$ cat config.mk
export PLATFORM = sky130hd
export DESIGN_NAME = uart_tx_fifo
export DESIGN_NICKNAME = d
export VERILOG_FILES = /design/src/rtl/uart_tx_fifo.sv
export SDC_FILE = /design/constraint.sdc
export NUM_CORES = 1
export LEC_CHECK = 0
export BUFFER_PORTS_ARGS = -buffer_cell sky130_fd_sc_hd__buf_4
export CORE_ASPECT_RATIO = 2
export CORE_MARGIN = 3
export CORE_UTILIZATION = 40
export CTS_CLUSTER_DIAMETER = 100
export DETAILED_ROUTE_END_ITERATION = 10
export PLACE_DENSITY = 0.63
export SKIP_LAST_GASP = 1
export SLEW_MARGIN = 20
export SYNTH_ARGS = -nofsm -noshare
export SYNTH_HDL_FRONTEND = slang
export SYNTH_SLANG_ARGS = --single-unit
$ cat constraint.sdc
create_clock -name clk -period 4.4 [get_ports clk]
set_input_delay 0.88 -clock clk [delete_from_list [all_inputs] [get_ports clk]]
set_output_delay 0.88 -clock clk [all_outputs]
set_load 0.1 [all_outputs]
$ cat src/rtl/uart_tx_fifo.sv
// rtl/uart_tx_fifo.sv - byte FIFO and launch sequencer feeding the UART transmitter
// Optional sticky overflow flag (ovf/ovf_clr) enabled by `define UART_TX_FIFO_OVF_EN.
module uart_tx_fifo #(
  parameter int ADDR_W = 4
) (
  input  logic              clk,
  input  logic              rst,
  input  logic              wr_en,
  input  logic [7:0]        wr_data,
  output logic              full,
  output logic              empty,
  output logic [ADDR_W:0]   level,
  output logic              tx_start,
  output logic [7:0]        tx_data,
  input  logic              tx_ready,
`ifdef UART_TX_FIFO_OVF_EN
  input  logic              ovf_clr,
  output logic              ovf,
`endif
  output logic              idle
);

  localparam int DEPTH = 1 << ADDR_W;

  localparam logic [1:0] ST_IDLE      = 2'd0;
  localparam logic [1:0] ST_STROBE    = 2'd1;
  localparam logic [1:0] ST_WAIT_BUSY = 2'd2;

  logic [7:0]        mem [DEPTH];
  logic [ADDR_W-1:0] wr_ptr;
  logic [ADDR_W-1:0] rd_ptr;
  logic [1:0]        state;
  logic [ADDR_W:0]   level_next;
  logic              push;
  logic              pop;

  assign push = wr_en && !full;
  assign pop  = (state == ST_IDLE) && !empty && tx_ready;
  assign idle = empty && (state == ST_IDLE) && tx_ready;

  always_comb begin
    level_next = level;
    case ({push, pop})
      2'b10:   level_next = level + 1'b1;
      2'b01:   level_next = level - 1'b1;
      default: level_next = level;
    endcase
  end

  // Storage is deliberately left out of reset.
  always_ff @(posedge clk) begin
    if (push) mem[wr_ptr] <= wr_data;
  end

  // full/empty are registered from the next level so they stay aligned with it.
  always_ff @(posedge clk or posedge rst) begin
    if (rst) begin
      wr_ptr <= '0;
      rd_ptr <= '0;
      level  <= '0;
      full   <= 1'b0;
      empty  <= 1'b1;
    end else begin
      if (push) wr_ptr <= wr_ptr + 1'b1;
      if (pop)  rd_ptr <= rd_ptr + 1'b1;
      level <= level_next;
      full  <= (level_next == (ADDR_W+1)'(DEPTH));
      empty <= (level_next == '0);
    end
  end

  always_ff @(posedge clk or posedge rst) begin
    if (rst) begin
      state    <= ST_IDLE;
      tx_start <= 1'b0;
      tx_data  <= 8'h00;
    end else begin
      tx_start <= 1'b0;
      case (state)
        ST_IDLE: begin
          if (pop) begin
            tx_data  <= mem[rd_ptr];
            tx_start <= 1'b1;
            state    <= ST_STROBE;
          end
        end
        ST_STROBE:    state <= ST_WAIT_BUSY;
        ST_WAIT_BUSY: if (!tx_ready) state <= ST_IDLE;
        default:      state <= ST_IDLE;
      endcase
    end
  end

`ifdef UART_TX_FIFO_OVF_EN
  // A fresh overflow takes priority over a clear in the same cycle.
  always_ff @(posedge clk or posedge rst) begin
    if (rst) ovf <= 1'b0;
    else     ovf <= (wr_en && full) || (ovf && !ovf_clr);
  end
`endif

endmodule

==> Yosys cells after proc, flatten, opt, wreduce, memory -nomap -nowiden <==
Memory sizes are Yosys's and may differ from the RTL's. A register that Yosys moved wholly into a read port is not among the register bits.
Cells that the tools add are included.
Widths: inputs -> output; s select.
{ "op_classes": {"add_sub_neg": 4, "n_eq_ne": 7, "mux": 8, "reduce_logical": 11} }
{ "op_table": {"columns": ["operator", "count"], "rows": [
  ["$pmux 5 s2", 1],
  ["$add 4x1->4 const B", 2],
  ["$pmux 2 s3", 1],
  ["$add 5x1->5 const B", 1],
  ["$eq 5x5->1 const B", 1],
  ["$logic_and 1x1->1", 5],
  ["$logic_not 5->1", 1],
  ["$sub 5x1->5 const B", 1],
  ["$eq 2x1->1 const B", 2],
  ["$eq 2x2->1 const B", 2],
  ["$mux 1", 4],
  ["$mux 2", 2],
  ["$ne 2x2->1 const B", 2],
  ["$reduce_and 2->1", 2],
  ["$logic_not 1->1", 2],
  ["$logic_not 2->1", 1]
]} }
{ "word_totals": {"regBits": 18, "mem_bits_rw": 128, "inputBits": 12, "output_inout_bits": 17, "wordCells": 38, "n_memories": 1} }
{ "mem_list": {"columns": ["memory", "depth", "word_bits", "read_ports", "rd_ports_with_merged_regs", "write_ports", "line_no", "rtl"], "rows": [
  ["mem", 16, 8, 1, 1, 1, "29", "logic [7:0] mem [DEPTH];"]
]} }

==> Logic depth before layout (Yosys ltp) <==
Gate-level depths: netlist of run 1.
{ "depth": {"ltp_word": 6, "ltp_mapped": 11, "mapped_depth_nobuf": 10} }

==> Least setup slack after synthesis of run 1 <==
No wires, ideal clock.
{ "synth_timing": {"path_kind": "input -> register", "startpoint": "input port tx_ready", "endpoint": "register empty", "setup_time_ns": 0.079, "t_arrival_ns": 2.907, "t_required_ns": 4.321, "path_slack_ns": 1.414, "path_stages": 11, "path_buffers": 1, "path_cell_list": "or4b_1 -> buf_6 -> clkinv_8 -> nand2_1 -> xnor2_1 -> ha_1 -> nor2b_1 -> a32o_1 -> a21oi_1 -> o21ai_0 -> and4bb_1"} }
{ "synth_between": {"elab_chain_len": 4, "word_cells_on_any_way": 5, "classes_between": "eq/ne (2); mux (1); reduce/logical (2)"} }
{ "synth_rtl": {"columns": ["element", "line_no", "rtl"], "rows": [
  ["from (decl)", "15", "input logic tx_ready,"],
  ["$logic_and 1x1->1 (*)", "38", "assign pop = (state == ST_IDLE) && !empty && tx_ready;"],
  ["$eq 2x1->1 or $eq 2x2->1 (tied branches)", "43", "case ({push, pop})"],
  ["$pmux 5 s2 (*)", "43", null],
  ["$logic_not 5->1 (*)", "68", "empty <= (level_next == '0);"],
  ["to (signal assigned)", "68", null],
  ["to (decl)", "11", "output logic empty,"]
]} }
Mark *: on every way between the ends. The rest lies on a longest branch, timed or not.
A chain may end at the register's enable or synchronous reset.

==> Worst setup path after layout of run 1 <==
{ "layout_timing": {"startpoint": "input port tx_ready", "endpoint": "register full"} }
{ "layout_between": {"elab_chain_len": 4, "word_cells_on_any_way": 5, "classes_between": "eq/ne (3); mux (1); reduce/logical (1)"} }
{ "layout_rtl": {"columns": ["element", "line_no", "rtl"], "rows": [
  ["$logic_and 1x1->1 (*)", "38", null],
  ["$eq 2x1->1 or $eq 2x2->1 (tied branches)", "43", null],
  ["$pmux 5 s2 (*)", "43", null],
  ["$eq 5x5->1 (*)", "67", "full <= (level_next == (ADDR_W+1)'(DEPTH));"],
  ["to (signal assigned)", "67", null],
  ["to (decl)", "10", "output logic full,"]
]} }
Marks and branches as above.

==> run_results.csv, run 1 <==
group,metric,value,unit
clock_network,clockRootBuffer,"clkbuf_16",
timing,slew_headroom,32.93,%
setup_path,crit_fanout,16,
synthesis,synthesis.area,0.006197,mm²
synthesis,syn_nets,351,
floorplan,die_h,182.0,µm
floorplan,core,0.01498,mm²
timing,maxSlewViolCount,0,
clock_network,clk_pin_slew,0.06,ns
pwr,p_leak,2.497,nW
timing,hold_viol,0,
clock_network,cts_htree_levels,4,
clock_network,cts_tree,"done",
cells_and_area,area_growth,16.05,%
worst_hold_path,hold_path_class,"reg -> reg",
global_route,grt_max_degree,35,
global_route,grtUsageTotal,15.49,%
placed_design,post-place-ws,0.8160,ns
synthesis,syn_area_per_cell,18.67,µm²
global_route,grt_remaining_overflow,0,
timing,skew,0.007906,ns
global_route,grt_pass1_wl,19310,µm
pwr,netSwitchingFraction,37.47,%
pwr,power.density,737.3,mW/mm²
pwr,clkPwrFrac,26.3,%
timing,setup_slack,1.198,ns
pwr,vdd_drop_max,0.0002737,V
clock_network,cts_buffer_depth,2,
global_route,antenna_found_initial,0,
clock_network,cts_resized,0,
floorplan,die_w,94.02,µm
synthesis,ys.flop_type,"edfxtp_1",
timing,setup_viol,0,
timing,rsz0062_at_grt,"no",
pwr,internal_power,0.003316,W
floorplan,initial_core_util,41.38,%
clock_network,clk_latency,0.41,ns
synthesis,synth_edf_count,128,
cells_and_area,finalInstanceArea,0.007192,mm²
global_route,use_met3,4.063,%
timing,period_share,72.77,%
setup_path,crit_arrival,3.52,ns
routing,routedWlPerCell,21.23,µm
floorplan,std_cell_rows,63,
routing,via_per_inst,5.290,
global_route,grtUsageMet1,15.92,%
clock_network,cts_setup_buffers,0,
setup_path,critPathRequiredTime,4.72,ns
placed_design,portBuffers,28,
placed_design,dp.cells,544,
global_route,top_usage_layer,"met2",
synthesis,ys_types,39,
floorplan,die_area,0.01711,mm²
routing,drtPass1Iterations,4,
placed_design,gp_congestion,0.8119,
pwr,combinationalPowerShare,33.8,%
setup_path,critPathKind,"in -> reg",
timing,max_clock_freq,0.3123,GHz
synthesis,syn-instance-count,332,
job,cap_violations,0,
placed_design,dpl_cell_area,0.006626,mm²
clock_network,clock-sinks,154,
outcome,status,"completed",
placed_design,dpl.hpwl,8638,µm
timing,tightestPinTransition,1.002,ns
cells_and_area,layout_common_cells,"edfxtp_1, mux4_2, nand2_1",
pwr,power.switching,0.001987,W
synthesis,ys_ff_latch,154,
synthesis,ys_seq_area_share,72.54,%
cells_and_area,fin_nets,387,
clock_network,numCtsBuffers,17,
setup_path,cp-start-kind,"primary input",
global_route,grt_pass1_vias,3404,
routing,num_vias,3047,
cells_and_area,final_common_cell,"edfxtp_1",
pwr,power_frac_seq,39.9,%
global_route,grtUsageMet2,29.74,%
timing,fin_hold_ws,0.4834,ns
setup_path,cp-end-kind,"flip-flop",
cells_and_area,instances_no_fill,576,
cells_and_area,n_antenna_cell,0,
timing,tns,0,ns
timing,min_period,3.202,ns
routing,drt-total-wl,12230,µm
synthesis,yosys_warnings,0,
floorplan,ios,29,
cells_and_area,drive_gt1_share,30.18,%
clock_network,hold_buffers,0,
routing,antenna_left,0,
synthesis,async_reset_ff_share,16.88,%
routing,drc_errors,0,
routing,drt_iter0_markers,184,
worst paths after layout:
kind | start | to | slack (ns) | cells after the start
min in group asynchronous | rst | tx_data[1] | 0.56 | 2
setup reg to reg | state[1] | full | 1.27 | 10
hold reg to reg | tx_data[3] | tx_data[3] | 0.48 | 2
max in group asynchronous | rst | rd_ptr[0] | 3.37 | 2
hold / removal | tx_data[3] | tx_data[3] | 0.48 | 2
setup / recovery | tx_ready | full | 1.20 | 11
stage by stage:
stage / total power [W] / util [%]
2_1_floorplan: 0.003478 / -
3_3_place_gp: 0.003905 / 44.24
3_5_place_dp: 0.003963 / 44.24
4_1_cts: 0.005360 / 48.02
5_1_grt: 0.005550 / 48.02
6_report: 0.005303 / 48.02
logic make-up (layout without fill, tap and decap cells):
family	after synthesis	after routing	synth area share, %
xor+xnor	11	11	1.555
mux	42	42	14.88
simple gates	77	77	6.016
fa+ha+maj	7	7	1.413
compound gates	14	14	1.555
buf+inv	27	76	2.039
flops	154	154	72.54
power by group through the flow:
| stage | combinational [W] | sequential (W) | clock (W) |
|---|---|---|---|
| 3_5_place_dp | 0.00181 | 0.00215 | 0 |
| 5_1_grt | 0.00191 | 0.00216 | 0.00149 |
| 6_report | 0.00179 | 0.00212 | 0.00140 |
| 4_1_cts | 0.00182 | 0.00212 | 0.00142 |
| 2_1_floorplan | 0.00106 | 0.00242 | 0 |
| 3_3_place_gp | 0.00177 | 0.00213 | 0 |
cell usage after synthesis, types with 2 or more instances:
cell	number	area share (%)
a21oi_1	2	0.16
buf_1	3	0.18
buf_2	4	0.32
clkbuf_1	10	0.61
dfrtp_1	25	10
edfxtp_1	128	62
ha_1	7	1.4
inv_1	8	0.48
mux4_2	40	15
nand2_1	36	2.2
nand2b_1	3	0.30
nand4_1	3	0.30
nor2_1	17	1.0
nor2b_1	2	0.20
nor3_1	5	0.40
nor3b_1	3	0.36
o21ai_0	5	0.40
xnor2_1	10	1.4
registers in the layout, indices dropped and copies added, names as in the netlist:
| register | cells |
|---|---|
| full | 1 |
| mem | 128 |
| tx_start | 1 |
| state | 2 |
| wr_ptr | 4 |
| level | 5 |
| tx_data | 8 |
| rd_ptr | 4 |
| empty | 1 |
routing by layer:
layer	share of wire [%]	vias to the layer above
met5	0	-
met4	1.2	0
met3	3.1	10
met2	61	73
met1	35	1603
li1	-	1361
final cells by class:
cell class	instances	area (µm²)
fillers	1253	7785
clock buffers	18	429.2
clock inverters	14	136.4
well taps	195	244.0
repair buffers	35	262.8
inverters	9	46.29
flip-flops and latches	154	4498
multi-input cells	151	1575
worst max-delay path: stages:
cell and delay [ns]:
buf_4 0.09, or4b_1 0.78, clkinv_8 0.19, nand2_1 0.12
xnor2_1 0.17, ha_1 0.22, nor2b_1 0.21, a32o_1 0.20
a21oi_1 0.09, or3_4 0.35, a211oi_2 0.22
Power figures use the tool's default switching activity.
==> inputs of run 2 (changes only) <==
- ABC_AREA: default -> 1
- clock period: 4.4 -> 3 ns (I/O delays scaled with it)
==> run 2 against run 1 <==
- cell count rose by 37%
- register-to-register slack got worse by 0.39 ns
- die area rose by 2.7%
- combinational power rose by 73%
- sequential share of layout area fell by 1.6 points
- global-route usage rose by 1.8 points
- non-clock buffer count rose by 9
- critical path type is now reg -> reg
- critical endpoint is now empty
- largest cell class unchanged
- largest power group is now combinational cells
- highest routed layer unchanged
==> run_results.csv, run 2 <==
group,metric,value,unit
outcome,status,"completed",
floorplan,die_h,184.5,µm
job,cap_violations,0,
floorplan,die_area,0.01757,mm²
setup_path,crit_fanout,4,
routing,drtPass1Iterations,5,
global_route,grt_remaining_overflow,0,
setup_path,cp-start-kind,"flip-flop",
cells_and_area,final_common_cell,"edfxtp_1",
cells_and_area,area_growth,15.89,%
setup_path,path_common_cell,"nand2_1",
setup_path,path_delay_family,"simple AND/OR/NAND/NOR gates",
synthesis,syn_area_per_cell,11.71,µm²
routing,drt-total-wl,14440,µm
synthesis,yosys.area_share.simple,13.53,%
routing,drt_iter0_markers,295,
routing,antenna_left,0,
synthesis,synth_common_cells,"edfxtp_1, nor2_1, nand2_1",
synthesis,syn_nets,563,
synthesis,ys_seq_area_share,70.56,%
clock_network,cts_setup_buffers,0,
clock_network,clock-sinks,154,
global_route,antenna_found_initial,0,
pwr,power.density,1083,mW/mm²
synthesis,synth.largest_area_cell,"edfxtp_1",
synthesis,synth_edf_count,128,
clock_network,clockRootBuffer,"clkbuf_16",
global_route,grt_pass1_wl,22350,µm
floorplan,initial_core_util,41.22,%
global_route,grt_max_degree,67,
global_route,grtUsageTotal,17.31,%
setup_path,worst-path-buf-inv,1,
synthesis,async_reset_ff_share,16.88,%
timing,min_period,2.122,ns
clock_network,cts_resized,0,
floorplan,die_w,95.24,µm
timing,period_share,70.73,%
clock_network,clk_pin_slew,0.06,ns
routing,via_per_inst,5.320,
cells_and_area,multi_input_area,0.001650,mm²
routing,routedWlPerCell,18.25,µm
global_route,grt_pass1_vias,4268,
floorplan,std_cell_rows,64,
setup_path,crit_arrival,2.47,ns
pwr,p_leak,2.758,nW
cells_and_area,final_core_util,47.77,%
synthesis,synth.most_common_cell,"edfxtp_1",
timing,setup_viol,0,
routing,drc_errors,0,
cells_and_area,regMostFlops,"mem",
setup_path,critPathRequiredTime,3.35,ns
clock_network,cts_tree,"done",
floorplan,ios,29,
placed_design,gp_congestion,0.8185,
synthesis,yosys_warnings,0,
cells_and_area,layout_common_cells,"edfxtp_1, nor2_1, nand2_1",
synthesis,ys_ff_latch,154,
setup_path,crit_slowest_cell,"dfrtp_1",
clock_network,hold_buffers,0,
clock_network,cts_htree_levels,4,
setup_path,max_stage_delay,0.42,ns
clock_network,cts_buffer_depth,2,
cells_and_area,fin_nets,599,
timing,rsz0062_at_grt,"no",
pwr,vdd_drop_max,0.0004650,V
setup_path,cp-end-kind,"flip-flop",
setup_path,path_cells,"nor2_4 -> nand3_4 -> nand2_1 -> nand2_1 -> inv_1 -> ha_1 -> nand2_1 -> o21ai_0 -> or2_2 -> nor2_1 -> nand3_1 -> nor2_1",
worst_hold_path,hold_path_class,"in -> async",
cells_and_area,register_area,0.004497,mm²
placed_design,dpl.hpwl,9616,µm
cells_and_area,reg_top3,"mem: 128 flops, tx_data: 8 flops, level: 5 flops",
synthesis,synth_top_family_by_area,"simple AND/OR/NAND/NOR gates",
cells_and_area,drive_gt1_share,15.51,%
cells_and_area,largest_reg_flops,128,
floorplan,core,0.01545,mm²
routing,num_vias,4208,
synthesis,syn-instance-count,544,
synthesis,synth_compound_area_share,9.780,%
synthesis,ys_types,31,
clock_network,numCtsBuffers,17,
clock_network,clk_latency,0.42,ns
timing,max_clock_freq,0.4713,GHz
timing,skew,0.01391,ns
timing,hold_viol,0,
timing,slew_headroom,37.20,%
synthesis,synth_area_leaders,"edfxtp_1, dfrtp_1, nor2_1",
synthesis,synth_xor_area_share,1.218,%
synthesis,yosys.area_share.adder,1.375,%
synthesis,synth.area.mux_share,0,%
synthesis,synthesis.area,0.006371,mm²
synthesis,netlist.area_leader.share,60.33,%
timing,tightestPinTransition,0.9362,ns
cells_and_area,fillCellCount,1322,
cells_and_area,n_antenna_cell,0,
synthesis,ys.flop_type,"edfxtp_1",
setup_path,critPathKind,"reg -> reg",
timing,maxSlewViolCount,0,
placed_design,portBuffers,28,
timing,tns,0,ns
[run 2: cell count changes after synthesis, sizes merged, moves of 4 or more]
cell	before	now
buf	8	14
nor2	17	97
o22ai	0	24
nand3	1	18
inv	8	27
nor3	5	1
nand2	36	82
o21ai	5	76
xor2	1	7
a21oi	3	17
mux4	40	0
xnor2	10	1
[run 2: layer usage]
| metal | GRT usage (%) | vias up | wire, µm |
|---|---|---|---|
| met5 | 0 | - | 0 |
| met4 | 8.907 | 0 | 490 |
| li1 | - | 1974 | - |
| met3 | 3.064 | 25 | 510 |
| met1 | 18.02 | 2088 | 5290 |
| met2 | 32.07 | 121 | 8144 |
[run 2: power breakdown]
part	internal [W]	switching, W	total (W)
Sequential	0.00267	0.000242	0.00291
Combinational	0.000809	0.00228	0.00309
Clock	0.00117	0.000816	0.00199
Total	0.00465	0.00334	0.00799
[run 2: cell type report]
class	count	share of cell area [%]
tap	198	3.355
multi-input combinational	336	22.35
inverter	27	1.373
clock inverter	10	0.8134
clock buffer	22	6.728
timing repair buffer	44	4.474
sequential	154	60.90
[run 2: cell families after synthesis]
kind of cell             after synthesis
AO/OA/AOI/OAI                        118
XOR/XNOR                               8
adder cells (fa/ha/maj)                7
buffers and inverters                 54
flip-flops                           154
AND/OR/NAND/NOR                      203
[run 2: worst paths after layout]
path                             from         end  slack (ns)  cells after the start
min                               rst    state[1]        0.28                      2
max                          state[1]       empty        0.88                     12
max in group asynchronous         rst   rd_ptr[0]        2.25                      2
min in group clk           tx_data[1]  tx_data[1]        0.48                      2
max reg2reg                  state[1]       empty        0.88                     12
min reg2reg                tx_data[1]  tx_data[1]        0.48                      2
[run 2: stage by stage]
step / setup slack, ns / cells / hold slack (ns) / power (W) / area (µm²)
after floorplan: 0.1626 / 544 / 0.5015 / 0.005223 / 6371
after global placement: 0.6768 / 759 / 0.4661 / 0.005978 / 6827
after detailed placement: 0.6034 / 759 / 0.4692 / 0.006050 / 6827
after CTS: 0.8767 / 791 / 0.4531 / 0.008041 / 7383
after global routing: 0.6608 / 791 / 0.3318 / 0.008428 / 7383
final: 0.8781 / 791 / 0.2779 / 0.007993 / 7383
